### src/rtl/ppu_multi_sync_ctrl.sv
// Frame-sync controller for NUM_CH independent DMA / shadow-buffer channels.
// Each channel launches a DMA from a CPU-written source address and tracks its
// completion. At vblank every channel holding a finished DMA gets one sync
// command, and a ready IRQ follows once that channel's shadow copy is done.
// Unfinished syncs are retried on the next vblank, stuck DMAs are aborted by a
// per-channel watchdog, and empty frames / sync overruns are counted.
module ppu_multi_sync_ctrl #(
  parameter int NUM_CH      = 3,
  parameter int ADDR_W      = 32,
  parameter int TIMEOUT_FRM = 4,
  parameter int CNT_W       = 16
) (
  input  logic                     clk,
  input  logic                     rst,
  input  logic                     vblank_start,
  input  logic                     vblank_end_soon,
  input  logic                     rowram_swap,
  output logic                     rowram_swap_disp,
  output logic                     sync_active,
  input  logic [NUM_CH*ADDR_W-1:0] src_rddata,
  input  logic [NUM_CH-1:0]        src_update_avail,
  output logic [NUM_CH-1:0]        src_read_rst,
  output logic [NUM_CH*ADDR_W-1:0] dma_src_addr,
  output logic [NUM_CH-1:0]        dma_start,
  input  logic [NUM_CH-1:0]        dma_finish,
  output logic [NUM_CH-1:0]        ch_sync,
  input  logic [NUM_CH-1:0]        ch_sync_done,
  output logic [NUM_CH-1:0]        dma_rdy_irq,
  output logic [NUM_CH-1:0]        dma_timeout_irq,
  output logic [CNT_W-1:0]         dropped_frames,
  output logic [CNT_W-1:0]         sync_overruns
);

  // Watchdog holds 0..TIMEOUT_FRM-1; reaching TIMEOUT_FRM means abort instead.
  localparam int WD_W = (TIMEOUT_FRM > 1) ? $clog2(TIMEOUT_FRM) : 1;
  localparam logic [WD_W-1:0]  WD_LAST = WD_W'(TIMEOUT_FRM - 1);
  localparam logic [WD_W-1:0]  WD_ONE  = WD_W'(1);
  localparam logic [CNT_W-1:0] CNT_ONE = CNT_W'(1);

  typedef enum logic [1:0] {
    ST_IDLE = 2'd0,
    ST_DISP = 2'd1,
    ST_SYNC = 2'd2
  } state_t;

  state_t state, state_nxt;

  logic              sync_enter;
  logic              sync_exit;
  logic              drop_frame;

  // Per-channel status flags
  logic [NUM_CH-1:0] busy;
  logic [NUM_CH-1:0] ready;
  logic [NUM_CH-1:0] syncing;
  logic [WD_W-1:0]   wdog [NUM_CH];

  // Per-channel events of the current cycle
  logic [NUM_CH-1:0] launch;
  logic [NUM_CH-1:0] fin_ok;
  logic [NUM_CH-1:0] done_ok;
  logic [NUM_CH-1:0] wd_tick;
  logic [NUM_CH-1:0] wd_expire;
  logic [NUM_CH-1:0] retry;

  function automatic logic [CNT_W-1:0] sat_inc(input logic [CNT_W-1:0] v);
    return (&v) ? v : v + CNT_ONE;
  endfunction

  assign rowram_swap_disp = rowram_swap & (state == ST_DISP);
  assign sync_active      = (state == ST_SYNC);
  assign src_read_rst     = launch;

  // Frame state register
  always_ff @(posedge clk or posedge rst) begin
    if (rst) state <= ST_IDLE;
    else     state <= state_nxt;
  end

  // Frame FSM transitions and the strobes marking each interesting edge
  always_comb begin
    state_nxt  = state;
    sync_enter = 1'b0;
    sync_exit  = 1'b0;
    drop_frame = 1'b0;
    case (state)
      ST_IDLE: begin
        if (vblank_end_soon) state_nxt = ST_DISP;
      end
      ST_DISP: begin
        if (vblank_start) begin
          if (|ready) begin
            state_nxt  = ST_SYNC;
            sync_enter = 1'b1;
          end else begin
            state_nxt  = ST_IDLE;
            drop_frame = 1'b1;
          end
        end
      end
      ST_SYNC: begin
        if (vblank_end_soon) begin
          state_nxt = ST_DISP;
          sync_exit = 1'b1;
        end
      end
      default: state_nxt = ST_IDLE;
    endcase
  end

  // Per-channel event decode; a finish landing on the timeout cycle beats the abort
  always_comb begin
    launch    = src_update_avail & ~busy & ~ready & ~syncing;
    fin_ok    = dma_finish & busy;
    done_ok   = (state == ST_SYNC) ? (ch_sync_done & syncing) : '0;
    wd_tick   = vblank_start ? busy : '0;
    retry     = sync_exit ? (syncing & ~done_ok) : '0;
    wd_expire = '0;
    for (int i = 0; i < NUM_CH; i++) begin
      wd_expire[i] = wd_tick[i] & (wdog[i] == WD_LAST) & ~fin_ok[i];
    end
  end

  // Channel flags and single-cycle command / IRQ pulses
  always_ff @(posedge clk or posedge rst) begin
    if (rst) begin
      busy            <= '0;
      ready           <= '0;
      syncing         <= '0;
      dma_start       <= '0;
      ch_sync         <= '0;
      dma_rdy_irq     <= '0;
      dma_timeout_irq <= '0;
    end else begin
      busy            <= (busy & ~fin_ok & ~wd_expire) | launch;
      ready           <= (sync_enter ? '0 : ready) | fin_ok | retry;
      syncing         <= (syncing & ~done_ok & ~retry) | (sync_enter ? ready : '0);
      dma_start       <= launch;
      ch_sync         <= sync_enter ? ready : '0;
      dma_rdy_irq     <= done_ok;
      dma_timeout_irq <= wd_expire;
    end
  end

  // Watchdog: counts vblanks while a DMA is in flight, cleared on any DMA end or launch
  always_ff @(posedge clk or posedge rst) begin
    if (rst) begin
      for (int i = 0; i < NUM_CH; i++) wdog[i] <= '0;
    end else begin
      for (int i = 0; i < NUM_CH; i++) begin
        if (launch[i] | fin_ok[i] | wd_expire[i]) wdog[i] <= '0;
        else if (wd_tick[i])                     wdog[i] <= wdog[i] + WD_ONE;
      end
    end
  end

  // DMA source address captured from the PIO data when the launch is accepted
  always_ff @(posedge clk or posedge rst) begin
    if (rst) begin
      dma_src_addr <= '0;
    end else begin
      for (int i = 0; i < NUM_CH; i++) begin
        if (launch[i]) dma_src_addr[i*ADDR_W +: ADDR_W] <= src_rddata[i*ADDR_W +: ADDR_W];
      end
    end
  end

  // Saturating frame statistics; an overrun counts once per SYNC period
  always_ff @(posedge clk or posedge rst) begin
    if (rst) begin
      dropped_frames <= '0;
      sync_overruns  <= '0;
    end else begin
      if (drop_frame) dropped_frames <= sat_inc(dropped_frames);
      if (|retry)     sync_overruns  <= sat_inc(sync_overruns);
    end
  end

endmodule

### config.mk
export PLATFORM = sky130hd
export DESIGN_NAME = ppu_multi_sync_ctrl
export DESIGN_NICKNAME = d
export VERILOG_FILES = /design/src/rtl/ppu_multi_sync_ctrl.sv
export SDC_FILE = /design/constraint.sdc
export NUM_CORES = 1
export LEC_CHECK = 0
export ABC_AREA = 1
export CAP_MARGIN = 30
export CORE_ASPECT_RATIO = 2
export CORE_MARGIN = 10
export CORE_UTILIZATION = 44
export CTS_CLUSTER_SIZE = 12
export DETAILED_ROUTE_END_ITERATION = 10
export GPL_ROUTABILITY_DRIVEN = 1
export PLACE_DENSITY_LB_ADDON = 0.3
export SLEW_MARGIN = 20
export SYNTH_ARGS = -nofsm -noshare
export SYNTH_HDL_FRONTEND = slang
export SYNTH_SLANG_ARGS = --single-unit
### constraint.sdc
create_clock -name clk -period 7.58 [get_ports clk]
set_clock_uncertainty 0.05 [all_clocks]
set_input_delay 2.274 -clock clk [delete_from_list [all_inputs] [get_ports clk]]
set_output_delay 2.274 -clock clk [all_outputs]
set_load 0.1 [all_outputs]
Yosys cells after proc, flatten, opt, wreduce, memory -nomap -nowiden
Index checks and enable logic that the tools add are counted.

word-level totals
  bits in registers = 157
  bits of input ports = 110
  output and inout bits = 145
  word-level logic and storage cells = 101

cells by class
  add/sub/neg operators = 5
  equal/unequal tests = 7
  multiplexer cells = 23
  bitwise logic cells = 38
  reductions and logical operators = 12

operators with widths
  operator                 count
  $add A16 B1 Y16 const B  2
  $reduce_and A16 Y1       2
  $and A3 B3 Y3            9
  $not A3 Y3               7
  $mux W2                  9
  $mux W3                  5
  $or A3 B3 Y3             4
  $eq A2 B2 Y1 const B     4
  $mux W1                  8
  $and A1 B1 Y1            7
  $add A2 B1 Y2 const B    3
  $or A1 B1 Y1             6
  $reduce_and A2 Y1        3
  $reduce_bool A2 Y1       3
  $reduce_or A3 Y1         2
  $not A1 Y1               5
  $pmux W2 S2              1
  $eq A2 B1 Y1 const B     1
  $logic_not A2 Y1         1
  $ne A2 B1 Y1 const B     1
  $ne A2 B2 Y1 const B     1
  $reduce_or A2 Y1         1

Longest topological paths before layout
Gate-level depths: netlist of run 1.

  depth after elaboration = 8
  depth in mapped cells = 9
  depth with buffers taken out = 9

Worst setup path after synthesis of run 1
OpenSTA, ideal clock, no wires.

  kind = input to output
  start = input rowram_swap
  end = output rowram_swap_disp
  arrival time = 3.552 ns
  required time = 5.256 ns
  setup slack = 1.704 ns
  stages = 2
  buffers on the path = 0
  path through = inv_1 > nor2_1

between the ends
  word-level cells in the longest chain between the ends = 1

ends and longest elaborated chain
  what             line  source
  start, declared  17    input logic rowram_swap,
  $and A1 B1 Y1    70    assign rowram_swap_disp = rowram_swap & (state == ST_DISP);
  end, declared    18    output logic rowram_swap_disp,

Every way passes these cells.

Worst setup path in the final report of run 1
  start = input src_update_avail[2]
  end = output src_read_rst[2]

between the ends
  word-level cells in the longest chain between the ends = 3

ends and longest elaborated chain
  what                        line  source
  start, declared             21    input logic [NUM_CH-1:0] src_update_avail,
  $and A3 B3 Y3 (3 in a row)  113   launch = src_update_avail & ~busy & ~ready & ~syncing;
  end, declared               22    output logic [NUM_CH-1:0] src_read_rst,

Every way passes these cells.

==> results of run 1 <==
[cell type report]
cell class,count,share of cell area
flip-flops and latches,157,0.383
repair buffers,268,0.273
multi-input cells,580,0.243
clock buffers,20,0.0454
well taps,195,0.0238
clock inverters,12,0.0180
inverters,37,0.0140
[state kept, by name (all words and copies together) (netlist names)]
| name | flops |
|---|---|
| wdog | 6 |
| ready | 3 |
| state | 2 |
| busy | 3 |
| dropped_frames | 16 |
| dma_rdy_irq | 3 |
| ch_sync | 3 |
| sync_overruns | 16 |
| syncing | 3 |
| dma_start | 3 |
| dma_src_addr | 96 |
| dma_timeout_irq | 3 |
[logic make-up (layout without fill, tap and decap cells)]
kind of cell	after synthesis	after routing	synth area share
DFF	157	157	0.586
adders and majority gates	5	5	0.00934
buffers and inverters	61	337	0.0405
and+or+nand+nor	528	528	0.312
AOI/OAI and AO/OA	25	25	0.0224
xor gates and xnor gates	22	22	0.0288
[stage by stage]
step	setup WS (ns)	util	area, sq um	hold slack (ns)
floorplan	1.02	-	6700	0.431
global placement	1.41	0.633	9440	0.411
global route	1.64	0.689	10300	0.440
finish	1.69	0.689	10300	0.423
CTS	1.34	0.686	10200	0.431
detailed placement	1.34	0.643	9580	0.414
[worst register-to-register path: stages (launching register included)]
cell and delay, ns:
dfrtp_1 0.45, ha_1 0.23, nand3_1 0.18, nor3_1 0.22, nand3_1 0.16, nand2_1 0.52, inv_1 0.36, nand2_1 0.15
nand2_1 0.05
[layout by cell type, fill, tap and decap left out, drive strengths merged, types with 9 or more instances in the layout]
| cell | n |
|---|---|
| nand2 | 442 |
| clkdlybuf4s50 | 250 |
| dfrtp | 157 |
| nor2 | 42 |
| inv | 37 |
| nand3 | 24 |
| clkbuf | 20 |
| buf | 18 |
| o21ai | 15 |
| xnor2 | 13 |
| nand4 | 11 |
| xor2 | 9 |
[per-layer routing]
layer,GRT usage,vias up
met5,0,-
met4,0.0809,0
met3,0.0623,24
met2,0.364,160
met1,0.197,2866
li1,-,2984
[path summary, 6_finish.rpt]
check                      slack, ns                to
setup / recovery                1.69   src_read_rst[2]
hold / removal                  0.42   dma_src_addr[8]
setup reg to reg                5.09  sync_overruns[1]
hold reg to reg                 0.42   dma_src_addr[8]
max in group asynchronous       4.11  dma_src_addr[71]
min in group asynchronous       2.24  dma_src_addr[31]
==> flow_summary.yaml, run 1 <==
route:
  wl_met1_um: 7240
  vias: 6034
  ant_nets: 0
  viasPerCell: 4.75
  routed_wl_um: 20800
  drtPass1Iterations: 4
  dr.first_iter.drc_count: 195
  topRoutingLayerUsed: "met4"
  drc: 0
  routedWlPerCell_um: 16.4
  routed-wl-met2_um: 11700
  wl_met3_um: 1350
layout:
  syn_to_final_growth_pct: 53.3
  final_nets: 1176
  multi_input_area_sq_mm: 0.00250
  ff_latch_area_sq_mm: 0.00393
  stdcell_count: 1269
  fillers: 1160
  diodes: 0
  final_layout_size_suffix_gt1_frac: 0.0568
yosys:
  yosysWarnings: 0
  syn_nets: 913
  synth-edff-count: 0
  ys_top_cells_by_area: "dfrtp_1 59%, nand2_1 25%, nor2_1 2.2%"
  synth_area_sq_mm: 0.00670
  post_synth_inst_count: 798
  yosysMostFrequentCell: "nand2_1"
  postSynthAreaPerCell_sq_um: 8.39
  synth_top_area_share: 0.586
  synth_cell_types: 26
  synth_common_cells: "440 x nand2_1, 157 x dfrtp_1, 39 x nor2_1, 36 x inv_1, 22 x nand3_1"
  synth-main-ff-cell: "dfrtp_1"
  synth-seq-cells: 157
  yosysTopAreaCell: "dfrtp_1"
  synth-async-reset-ratio: 1.00
  ys_seq_area_frac: 0.586
clock_network:
  postCtsSetupBuffers: 0
  cts_made_buffers: 17
  cts_tree: "done"
  insertion_delay_ns: 0.42
  ctsHoldBuffers: 0
  cts_resized: 0
  clock_path_buffers: 2
  clk_transition_reported_paths_ns: 0.06
  htree_levels: 4
  cts.sinks: 157
  cts-root-buf: "clkbuf_16"
grt:
  track_usage: 0.198
  grt_pass1_wl_um: 32500
  grt_overflow: 0
  grt_start_max_net_pins: 59
  grt_pass1_vias: 6103
  antenna_found_initial: 0
sta:
  relSlewSlack: 0.299
  slew_viol_final: 0
  period_needed_ns: 5.89
  tightest_slew_ns: 1.05
  rsz0062_at_grt: "false"
  hold_violations: 0
  period_share: 0.776
  fmax_mhz: 170
  setup_viol: 0
  tns_ns: 0
critical_path:
  crit_start: "src_update_avail[2]"
  reg2reg_depth: 8
  cp-end-kind: "primary output"
  max_stage_delay_ns: 0.46
  critPathBufInv: 4
  worst_setup_path_start_kind: "input pin"
  crit_chain: "clkdlybuf4s50_1, nand3_1, inv_1, buf_8, buf_12"
  arrival_ns: 3.56
  worstSetupPathType: "in2out"
  rr_startpoint: "sync_overruns[0]"
  path_depth: 5
  required_ns: 5.26
  path_max_fanout: 25
  cp_top_family: "buffers and inverters"
  cp_slowest_cell: "clkdlybuf4s50_1"
place:
  place.gp.congestion: 0.842
  dp_hpwl_um: 15700
  dp.cells: 1235
  io_buffers: 254
die:
  io_pins: 255
  die_w_um: 107
  core_region_area_sq_mm: 0.0149
  die_h_um: 195
  start_util: 0.450
  dieArea_sq_mm: 0.0209
  row_count: 63
status:
  status: "finished, final reports clean"
run:
  max_cap_viol_count: 0
min_path:
  min_from: "dma_src_addr[8]"
  min_path_cells: 2
  hold_path.class: "reg2reg"
Power of run 1 is not shown: default switching activity piles up to over one toggle a cycle in this logic, so the estimate is an artifact.
==> inputs of run 2 (changes only) <==
--- a/config.mk
+++ b/config.mk
@@ -9,7 +9,7 @@
 export CAP_MARGIN = 30
 export CORE_ASPECT_RATIO = 2
 export CORE_MARGIN = 10
-export CORE_UTILIZATION = 44
+export CORE_UTILIZATION = 40
 export CTS_CLUSTER_SIZE = 12
 export DETAILED_ROUTE_END_ITERATION = 10
 export GPL_ROUTABILITY_DRIVEN = 1
==> constraint.sdc (replaced) <==
create_clock -name clk -period 4.81 [get_ports clk]
set_clock_uncertainty 0.05 [all_clocks]
set_input_delay 1.443 -clock clk [delete_from_list [all_inputs] [get_ports clk]]
set_output_delay 1.443 -clock clk [all_outputs]
set_load 0.1 [all_outputs]
==> flow_summary.yaml, run 2 (synthesized netlist as in run 1, its figures left out) <==
grt:
  grt_pass1_wl_um: 35000
  grt_pass1_vias: 6671
  grt_overflow: 0
  track_usage: 0.193
  grt_start_max_net_pins: 74
  antenna_found_initial: 2
critical_path:
  cp-end-kind: "primary output"
  worstSetupPathType: "in2out"
  rr_startpoint: "sync_overruns[0]"
  rrSetupSlack_ns: 2.35
  r2r_end: "sync_overruns[13]"
  worst_setup_path_start_kind: "input pin"
  path_max_fanout: 2
  arrival_ns: 2.41
  required_ns: 3.32
  reg2reg_depth: 8
sta:
  tightest_slew_ns: 1.05
  period_share: 0.811
  slew_viol_final: 0
  period_needed_ns: 3.90
  fmax_mhz: 256
  tns_ns: 0
  hold_violations: 0
  setup_viol: 0
  relSlewSlack: 0.296
  rsz0062_at_grt: "false"
route:
  viasPerCell: 4.79
  ant_nets: 0
  routedWlPerCell_um: 17.0
  drc: 0
  vias: 6135
  drtPass1Iterations: 4
  routed_wl_um: 21800
  dr.first_iter.drc_count: 224
min_path:
  min_path_cells: 2
  min_to: "dma_src_addr[77]"
  hold_path.class: "reg2reg"
  min_from: "dma_src_addr[77]"
layout:
  syn_to_final_growth_pct: 56.0
  top_regs: "dma_src_addr x96, dropped_frames x16, sync_overruns x16"
  multi_input_area_sq_mm: 0.00250
  final_nets: 1182
  ff_latch_area_sq_mm: 0.00393
  top_register: "dma_src_addr"
  mostFrequentLayoutCell: "nand2_1"
  fillers: 1326
  final_cell_mix: "440 x nand2_1, 250 x clkdlybuf4s50_1, 157 x dfrtp_1"
  final_layout_size_suffix_gt1_frac: 0.0567
  largest_reg_flops: 96
clock_network:
  postCtsSetupBuffers: 0
  cts_tree: "done"
  cts-root-buf: "clkbuf_16"
  htree_levels: 4
  cts_resized: 0
  clk_transition_reported_paths_ns: 0.06
  cts.sinks: 157
  cts_made_buffers: 17
  clock_path_buffers: 2
  insertion_delay_ns: 0.42
  ctsHoldBuffers: 0
place:
  dp_hpwl_um: 16500
  place.gp.congestion: 0.824
  io_buffers: 254
die:
  row_count: 66
  start_util: 0.410
  dieArea_sq_mm: 0.0226
  die_w_um: 112
  io_pins: 255
  core_region_area_sq_mm: 0.0164
  die_h_um: 203
run:
  max_cap_viol_count: 0
status:
  status: "finished, final reports clean"
-- run 2: cell types whose count changed in the layout (fill, tap and decap cells not counted), sizes merged --
cell | before | now
clkinv | 4 | 2
clkinvlp | 4 | 2
diode | 0 | 2
buf | 18 | 24
clkbuf | 20 | 19
inv | 37 | 35
bufinv | 4 | 6
-- run 2: through the flow --
| step | instance area [sq um] | worst slack [ns] | instances | util | hold WS [ns] |
|---|---|---|---|---|---|
| after floorplan | 6700 | 0.596 | 798 | - | 0.431 |
| after global placement | 9480 | 0.904 | 1240 | 0.580 | 0.410 |
| after detailed placement | 9810 | 0.905 | 1252 | 0.600 | 0.414 |
| after CTS | 10400 | 0.898 | 1279 | 0.639 | 0.430 |
| after global routing | 10400 | 0.862 | 1280 | 0.639 | 0.445 |
| final | 10500 | 0.910 | 1281 | 0.639 | 0.425 |
-- run 2: how the worst max path moves through the flow --
stage	end	startpoint	slack [ns]
6_report	src_read_rst[1]	src_update_avail[1]	0.91
5_1_grt	src_read_rst[2]	src_update_avail[2]	0.86
4_1_cts	src_read_rst[2]	src_update_avail[2]	0.90
3_5_place_dp	src_read_rst[2]	src_update_avail[2]	0.90
3_3_place_gp	src_read_rst[2]	src_update_avail[2]	0.90
2_1_floorplan	rowram_swap_disp	rowram_swap	0.60
-- run 2: final cells by class --
| class | instances | share of cell area |
|---|---|---|
| timing repair buffer | 274 | 0.286 |
| tap | 204 | 0.0244 |
| multi-input combinational | 580 | 0.239 |
| clock inverter | 8 | 0.0184 |
| inverter | 37 | 0.0136 |
| antenna | 2 | 0.000479 |
| clock buffer | 19 | 0.0424 |
| sequential | 157 | 0.376 |
-- run 2: worst max-delay path: stages --
cell             delay [ns]
clkdlybuf4s50_1        0.48
nand3_1                0.11
inv_1                  0.17
buf_12                 0.20
-- run 2: layer usage --
metal	wire length, um	GRT usage	vias to the layer above
li1	-	-	2988
met1	7260	0.178	2914
met2	12000	0.357	190
met3	1480	0.0644	43
met4	1050	0.113	0
met5	0	0	-
Power of run 2 is left out for the same reason.
